<file path="src/rtl/dm_stall_if.sv">
// Handshake bundle between the M-stage pipeline and the data-memory stall controller.
interface dm_stall_if;
    logic is_load;
    logic is_store;
    logic uncached;
    logic o_p_stall;
    logic data_sram_data_ok;
    logic read;
    logic write;
    logic dm_stall;

    modport master (
        output is_load, is_store, uncached, o_p_stall, data_sram_data_ok,
        input  read, write, dm_stall
    );

    modport slave (
        input  is_load, is_store, uncached, o_p_stall, data_sram_data_ok,
        output read, write, dm_stall
    );
endinterface

</file>
<file path="src/rtl/dm_stall.sv">
// Data-memory request/stall controller plus combinational load alignment and
// per-byte register write-enable generation.
module dm_stall (
    input  logic             clk,
    input  logic             Clr,
    dm_stall_if.slave        bus,
    input  logic [31:0]      RawMemData,
    input  logic [1:0]       Offset,
    input  logic [8:0]       ExtType,
    input  logic             M_WriteRegEnable,
    output logic [31:0]      ExtMemData,
    output logic [3:0]       M_WriteRegEnableExted
);

    typedef enum logic {IDLE, WAIT} state_t;

    state_t state;
    logic   mem;

    assign mem = bus.is_load | bus.is_store;

    always_ff @(posedge clk) begin
        if (Clr) begin
            state <= IDLE;
        end else begin
            case (state)
                IDLE:    if (mem && bus.uncached) state <= WAIT;
                WAIT:    if (bus.data_sram_data_ok) state <= IDLE;
                default: state <= IDLE;
            endcase
        end
    end

    // Strobes are Mealy outputs: the uncached request is issued once, in the IDLE cycle.
    always_comb begin
        bus.read     = 1'b0;
        bus.write    = 1'b0;
        bus.dm_stall = 1'b0;
        case (state)
            IDLE: begin
                if (mem) begin
                    bus.read     = bus.is_load;
                    bus.write    = bus.is_store;
                    bus.dm_stall = bus.uncached ? 1'b1 : bus.o_p_stall;
                end
            end
            WAIT: bus.dm_stall = !bus.data_sram_data_ok;
            default: ;
        endcase
    end

    logic [7:0]  byte_sel;
    logic [15:0] half_sel;
    logic [31:0] ext;
    logic [3:0]  en;

    // ExtType bit order: {lb, lbu, lh, lhu, lw, lwl, lwr, swl, swr}.
    always_comb begin
        byte_sel = RawMemData[{Offset, 3'b000} +: 8];
        half_sel = Offset[1] ? RawMemData[31:16] : RawMemData[15:0];
        ext      = RawMemData;
        en       = 4'b1111;
        if (ExtType[8]) begin
            ext = {{24{byte_sel[7]}}, byte_sel};
        end else if (ExtType[7]) begin
            ext = {24'h000000, byte_sel};
        end else if (ExtType[6]) begin
            ext = {{16{half_sel[15]}}, half_sel};
        end else if (ExtType[5]) begin
            ext = {16'h0000, half_sel};
        end else if (ExtType[3]) begin
            // 3 - Offset in two bits is simply ~Offset.
            ext = RawMemData << {~Offset, 3'b000};
            en  = 4'b1111 << ~Offset;
        end else if (ExtType[2]) begin
            ext = RawMemData >> {Offset, 3'b000};
            en  = 4'b1111 >> Offset;
        end
        ExtMemData            = ext;
        M_WriteRegEnableExted = M_WriteRegEnable ? en : 4'b0000;
    end

endmodule

</file>
<file path="src/flat_wrapper.sv">
// flat-port wrapper written by rule: the top's interface ports become plain ports
module dm_stall_flat 
  (clk, Clr, RawMemData, Offset, ExtType, M_WriteRegEnable, ExtMemData, M_WriteRegEnableExted, bus_is_load, bus_is_store, bus_uncached, bus_o_p_stall, bus_data_sram_data_ok, bus_read, bus_write, bus_dm_stall);
  dm_stall_if bus_i ();
  input  logic clk;
  input  logic Clr;
  input  logic [31:0] RawMemData;
  input  logic [1:0] Offset;
  input  logic [8:0] ExtType;
  input  logic M_WriteRegEnable;
  output logic [31:0] ExtMemData;
  output logic [3:0] M_WriteRegEnableExted;
  input wire logic [$bits(bus_i.is_load)-1:0] bus_is_load;
  input wire logic [$bits(bus_i.is_store)-1:0] bus_is_store;
  input wire logic [$bits(bus_i.uncached)-1:0] bus_uncached;
  input wire logic [$bits(bus_i.o_p_stall)-1:0] bus_o_p_stall;
  input wire logic [$bits(bus_i.data_sram_data_ok)-1:0] bus_data_sram_data_ok;
  output wire logic [$bits(bus_i.read)-1:0] bus_read;
  output wire logic [$bits(bus_i.write)-1:0] bus_write;
  output wire logic [$bits(bus_i.dm_stall)-1:0] bus_dm_stall;
  assign bus_i.is_load = bus_is_load;
  assign bus_i.is_store = bus_is_store;
  assign bus_i.uncached = bus_uncached;
  assign bus_i.o_p_stall = bus_o_p_stall;
  assign bus_i.data_sram_data_ok = bus_data_sram_data_ok;
  assign bus_read = bus_i.read;
  assign bus_write = bus_i.write;
  assign bus_dm_stall = bus_i.dm_stall;
  dm_stall u_core (.clk(clk), .Clr(Clr), .bus(bus_i), .RawMemData(RawMemData), .Offset(Offset), .ExtType(ExtType), .M_WriteRegEnable(M_WriteRegEnable), .ExtMemData(ExtMemData), .M_WriteRegEnableExted(M_WriteRegEnableExted));
endmodule
</file>
<file path="config.mk">
export PLATFORM = sky130hd
export DESIGN_NAME = dm_stall_flat
export DESIGN_NICKNAME = d
export VERILOG_FILES = /design/src/rtl/dm_stall_if.sv /design/src/rtl/dm_stall.sv /design/src/flat_wrapper.sv
export SDC_FILE = /design/constraint.sdc
export NUM_CORES = 1
export LEC_CHECK = 0
export ABC_CLOCK_PERIOD_IN_PS = 1200
export CORE_MARGIN = 5
export CORE_UTILIZATION = 43
export DETAILED_ROUTE_END_ITERATION = 10
export DONT_BUFFER_PORTS = 1
export GPL_TIMING_DRIVEN = 1
export SYNTH_ARGS = -nofsm -noshare
export SYNTH_HDL_FRONTEND = slang
export SYNTH_SLANG_ARGS = --single-unit
</file>
<file path="constraint.sdc">
create_clock -name clk -period 1.2 [get_ports clk]
set_input_delay 0.06 -clock clk [delete_from_list [all_inputs] [get_ports clk]]
set_output_delay 0.06 -clock clk [all_outputs]
set_load 0.005 [all_outputs]
</file>
# == After elaboration in Yosys (flattened, before gate mapping) ==
# Index checks and enable logic that the tools add are counted.
# word_totals
regBits,1
in_bits,51
elab_cells,35
# classes
shift,5
mux,24
bitwise_logic,3
n_reduce_logical,2
# op_table
op,count
2-to-1 mux 32 bit,6
indexed part select 32 x 6 -> 8 bit,1
<< shifter 32 x 5 -> 32 bit,1
>> shifter 32 x 5 -> 32 bit,1
2-to-1 mux 4 bit,7
2-to-1 mux 16 bit,1
2-to-1 mux 1 bit,8
one-hot mux 1 bit (2 select lines),2
"<< shifter 4 x 2 -> 4 bit, first input constant",1
">> shifter 4 x 2 -> 4 bit, first input constant",1
NOT 2 bit,1
logical AND 1 bit,1
zero test 1 bit,1
NOT 1 bit,1
OR 1 bit,1

# == Depth between registers and ports, before layout ==
# depth
depth_word,8
depth_mapped,6

# == Least setup slack after synthesis ==
# No wires, ideal clock.
# synth_path
path_kind,input to output
startpoint,input ExtType[5]
endpoint,output ExtMemData[0]
t_arrival_ns,1.054
required_time_ns,1.140
setup_slack_ns,0.086
stages,5
n_path_buf,1
cell_sequence,or2_0 buf_2 o311a_4 a22oi_1 nand2_1
# synth_between
elab_chain_cells,4
# synth_rtl
element,line,rtl
start: declaration,flat_wrapper.sv:9,input logic [8:0] ExtType;
2-to-1 mux 32 bit,dm_stall.sv:69,end else if (ExtType[5]) begin
2-to-1 mux 32 bit,dm_stall.sv:67,end else if (ExtType[6]) begin
2-to-1 mux 32 bit,dm_stall.sv:65,end else if (ExtType[7]) begin
2-to-1 mux 32 bit,dm_stall.sv:63,if (ExtType[8]) begin
end: declaration,flat_wrapper.sv:11,output logic [31:0] ExtMemData;
# No other way between the ends.

# == Worst setup path in the final report ==
# layout_path
startpoint,input ExtType[7]
endpoint,output ExtMemData[27]
# layout_between
elab_chain_cells,2
# layout_rtl
element,line
2-to-1 mux 32 bit,dm_stall.sv:65
2-to-1 mux 32 bit,dm_stall.sv:63
# No other way between the ends.

==> key figures <==
Final layout
  • Register with the highest flop count: u_core.state
  • Largest register FFs: 1
  • Largest regs: u_core.state: 1 flops
  • Layout-stage area growth over the synthesis result: 4.31%
  • Combined area of the multi-input logic cells: 0.00163 mm^2
  • Fill count: 423
  • Number of inserted diodes: 0
  • Area of all sequential standard cells: 20.0 um^2
  • Share of post-route cells with drive strength above 1: 23.6%
  • Nets@finish: 307
  • Utilization after layout: 47.1%

Critical path
  • Worst flop-to-flop path endpoint: u_core.state$_SDFF_PP0_
  • Launch instance of the worst register-to-register path: u_core.state$_SDFF_PP0_
  • WP data arrival: 1100 ps
  • Slowest library cell on the worst path: a211o_1
  • CP bufs+invs: 0
  • Kind of end point of the critical path: primary output
  • Worst path depth: 3
  • Setup slack on the worst flop-to-flop path: 480 ps
  • Critical path launch point type: input port
  • Critical path class: in -> out
  • FF-to-FF path depth: 3
  • Critical path launch point: ExtType[7]
  • Maximum fanout encountered on the critical timing path: 8
  • Crit path cell chain: or2_2 > a211o_1 > o21ai_1
  • Highest cell delay on the worst timing path: 430 ps
  • Endpoint of the worst setup timing path: ExtMemData[27]
  • Worst EP required: 1140 ps
  • Kind of cell with the highest combined delay on the critical path: compound AO/OA/AOI/OAI gates

Synthesis
  • Most common library cells after synthesis: o21ai_0, mux2i_1, nand2_1
  • Register bit count reported by yosys: 1
  • Cell count after synthesis: 252
  • Most used standard cell by instance count after synthesis: o21ai_0
  • Sequential area share after synthesis: 1.09%
  • Async set-or-reset flop fraction in the synthesized netlist: 0%
  • Netlist area before placement: 0.00183 mm^2
  • Ys Warns: 0
  • Synth Net Count: 303
  • Number of flops mapped to enable cells by yosys: 0
  • Cell variety after synth: 50
  • Dominant register cell in the synthesized netlist: dfxtp_1
  • Area fraction of the dominant cell type after synthesis: 13.1%
  • Largest area contributor in the netlist: mux2i_1
  • Synthesized area divided by synthesized cell count: 7.26 um^2
  • Dominant cells by area after synthesis: mux2i_1, mux2_2, o21ai_0

GRT
  • All-Layer GR Usage: 23.3%
  • Vias in the first global route: 2,053
  • Global-route wire length before repair: 10,600 um
  • Remaining Overflow, GRT: 0
  • Initial antenna violation count: 0
  • Largest net degree at the start of global routing: 51

Routing
  • Final Routed Wirelength: 6720 um
  • Detailed-route via count: 2,104
  • First-pass DRT Iterations: 4
  • Residual DRC: 0
  • Detailed-route wire length per cell: 22.1 um
  • DRT iter0 DRCs: 211
  • Number of routed nets with antenna violations: 0
  • Via-to-Cell Ratio: 6.92

Clock network
  • Number of hold-repair buffers added at the cts stage: 0
  • Worst skew pair latency: 0 ps
  • CTS clk-pin slew, worst paths: 0 ps
  • # resized after CTS: 0
  • # Post-CTS Setup Buffers: 0

Placed design
  • Final RePlAce weighted congestion: 0.830
  • Detailed placement HPWL: 4720 um
  • Port buffer count: 0

STA
  • Unrepaired setup endpoints after global routing: no
  • Portion of the clock cycle consumed by the worst path in the final layout: 97.0%
  • Summed negative setup slack over all endpoints: 0 ps
  • Number of pins with negative max-slew slack in the final report: 0
  • Final setup violation count: 0
  • Clock period minus worst slack: 1160 ps
  • Highest attainable clock frequency: 859 MHz
  • Hold Violations, Final: 0
  • Measured slew at the worst slew-check pin: 599 ps
  • Max Clock Skew: 0 ps
  • Max-slew headroom: 59.9%

Power
  • Sw power: 0.000356 W
  • Switching part of the total power: 48.5%
  • Static leakage: 0.745 nW
  • Power density of the placed cells: 384 mW/mm^2
  • Worst ir drop on vdd: 0.230 mV
  • Cell-internal power: 0.000378 W
  • Clock Power Share: 0%
  • Flop pwr share: 5.3%
  • Portion of total power attributed to combinational logic: 94.7%

Min path
  • Hold Crit Class: in -> reg

Floorplan
  • # rows: 23
  • Die footprint: 0.00566 mm^2
  • Die height: 75.2 um
  • Initial core utilization: 45.1%
  • Placeable core area: 0.00406 mm^2
  • Number of top-level design ports: 90
  • Die outline width: 75.2 um

Job
  • Number of max-capacitance violations reported: 0

Run status
  • Result of the run: complete, no violations
placed cells by master, fill, tap and decap left out, drive strengths merged, types with 2 or more instances in the layout:
cell    netlist  layout
a221oi        3       3
or2           3       3
a22o          7       7
nand3         2       2
nand2        21      21
o21ai        40      40
mux2i        25      25
a31oi        10      10
inv           6       6
buf          14      23
a21oi        14      14
nor2         18      18
o31a          6       6
nor2b         3       3
a22oi        15      15
a221o        13      13
mux2         14      14
nand2b        8       8
a31o          7       7
area by class of cell:
type                            count  area share (%)
Inverter                            7            1.38
Multi-Input combinational cell    223            85.3
Sequential cell                     1            1.05
Tap cell                           50            3.28
Timing Repair Buffer               23            9.04
worst min path at each step:
stage,start,cells past startpoint,end
floorplan,Clr,1,u_core.state$_SDFF_PP0_
global placement,Clr,1,u_core.state$_SDFF_PP0_
detailed placement,Clr,1,u_core.state$_SDFF_PP0_
finish,Clr,1,u_core.state$_SDFF_PP0_
CTS,Clr,1,u_core.state$_SDFF_PP0_
global route,Clr,1,u_core.state$_SDFF_PP0_
cell families after synthesis:
logic type | count (synthesis) | synth area share [%]
compound gates | 124 | 49.6
simple gates | 59 | 14.8
mux | 40 | 23.7
buf+inv | 28 | 10.7
flops | 1 | 1.09
routing by layer:
metal | vias to the layer above | global-route usage [%] | wire length (um)
met4 | 0 | 2.33 | 81
met5 | - | 0 | 0
met3 | 8 | 5.21 | 791
li1 | 993 | - | -
met2 | 116 | 39.7 | 3230
met1 | 987 | 31.2 | 2610
power groups by stage:
stage / Clock, W / Sequential [W] / Combinational, W
global route: 0 / 0.0000391 / 0.000771
global placement: 0 / 0.0000385 / 0.000674
CTS: 0 / 0.0000386 / 0.000683
finish: 0 / 0.0000386 / 0.000695
floorplan: 0 / 0.0000382 / 0.000593
detailed placement: 0 / 0.0000386 / 0.000680
metrics by stage:
stage / worst slack [ps] / std cells / total power, W / instance area, um^2 / hold slack [ps]
2_1_floorplan: 86.4 / 252 / 0.000632 / 1830 / 132
3_3_place_gp: 36.4 / 304 / 0.000713 / 1900 / 134
3_5_place_dp: 36.7 / 304 / 0.000718 / 1900 / 135
4_1_cts: 33.7 / 304 / 0.000721 / 1900 / 135
5_1_grt: 5.67 / 304 / 0.000810 / 1910 / 140
6_report: 36.2 / 304 / 0.000733 / 1910 / 136
(Power assumes the default switching activity.)
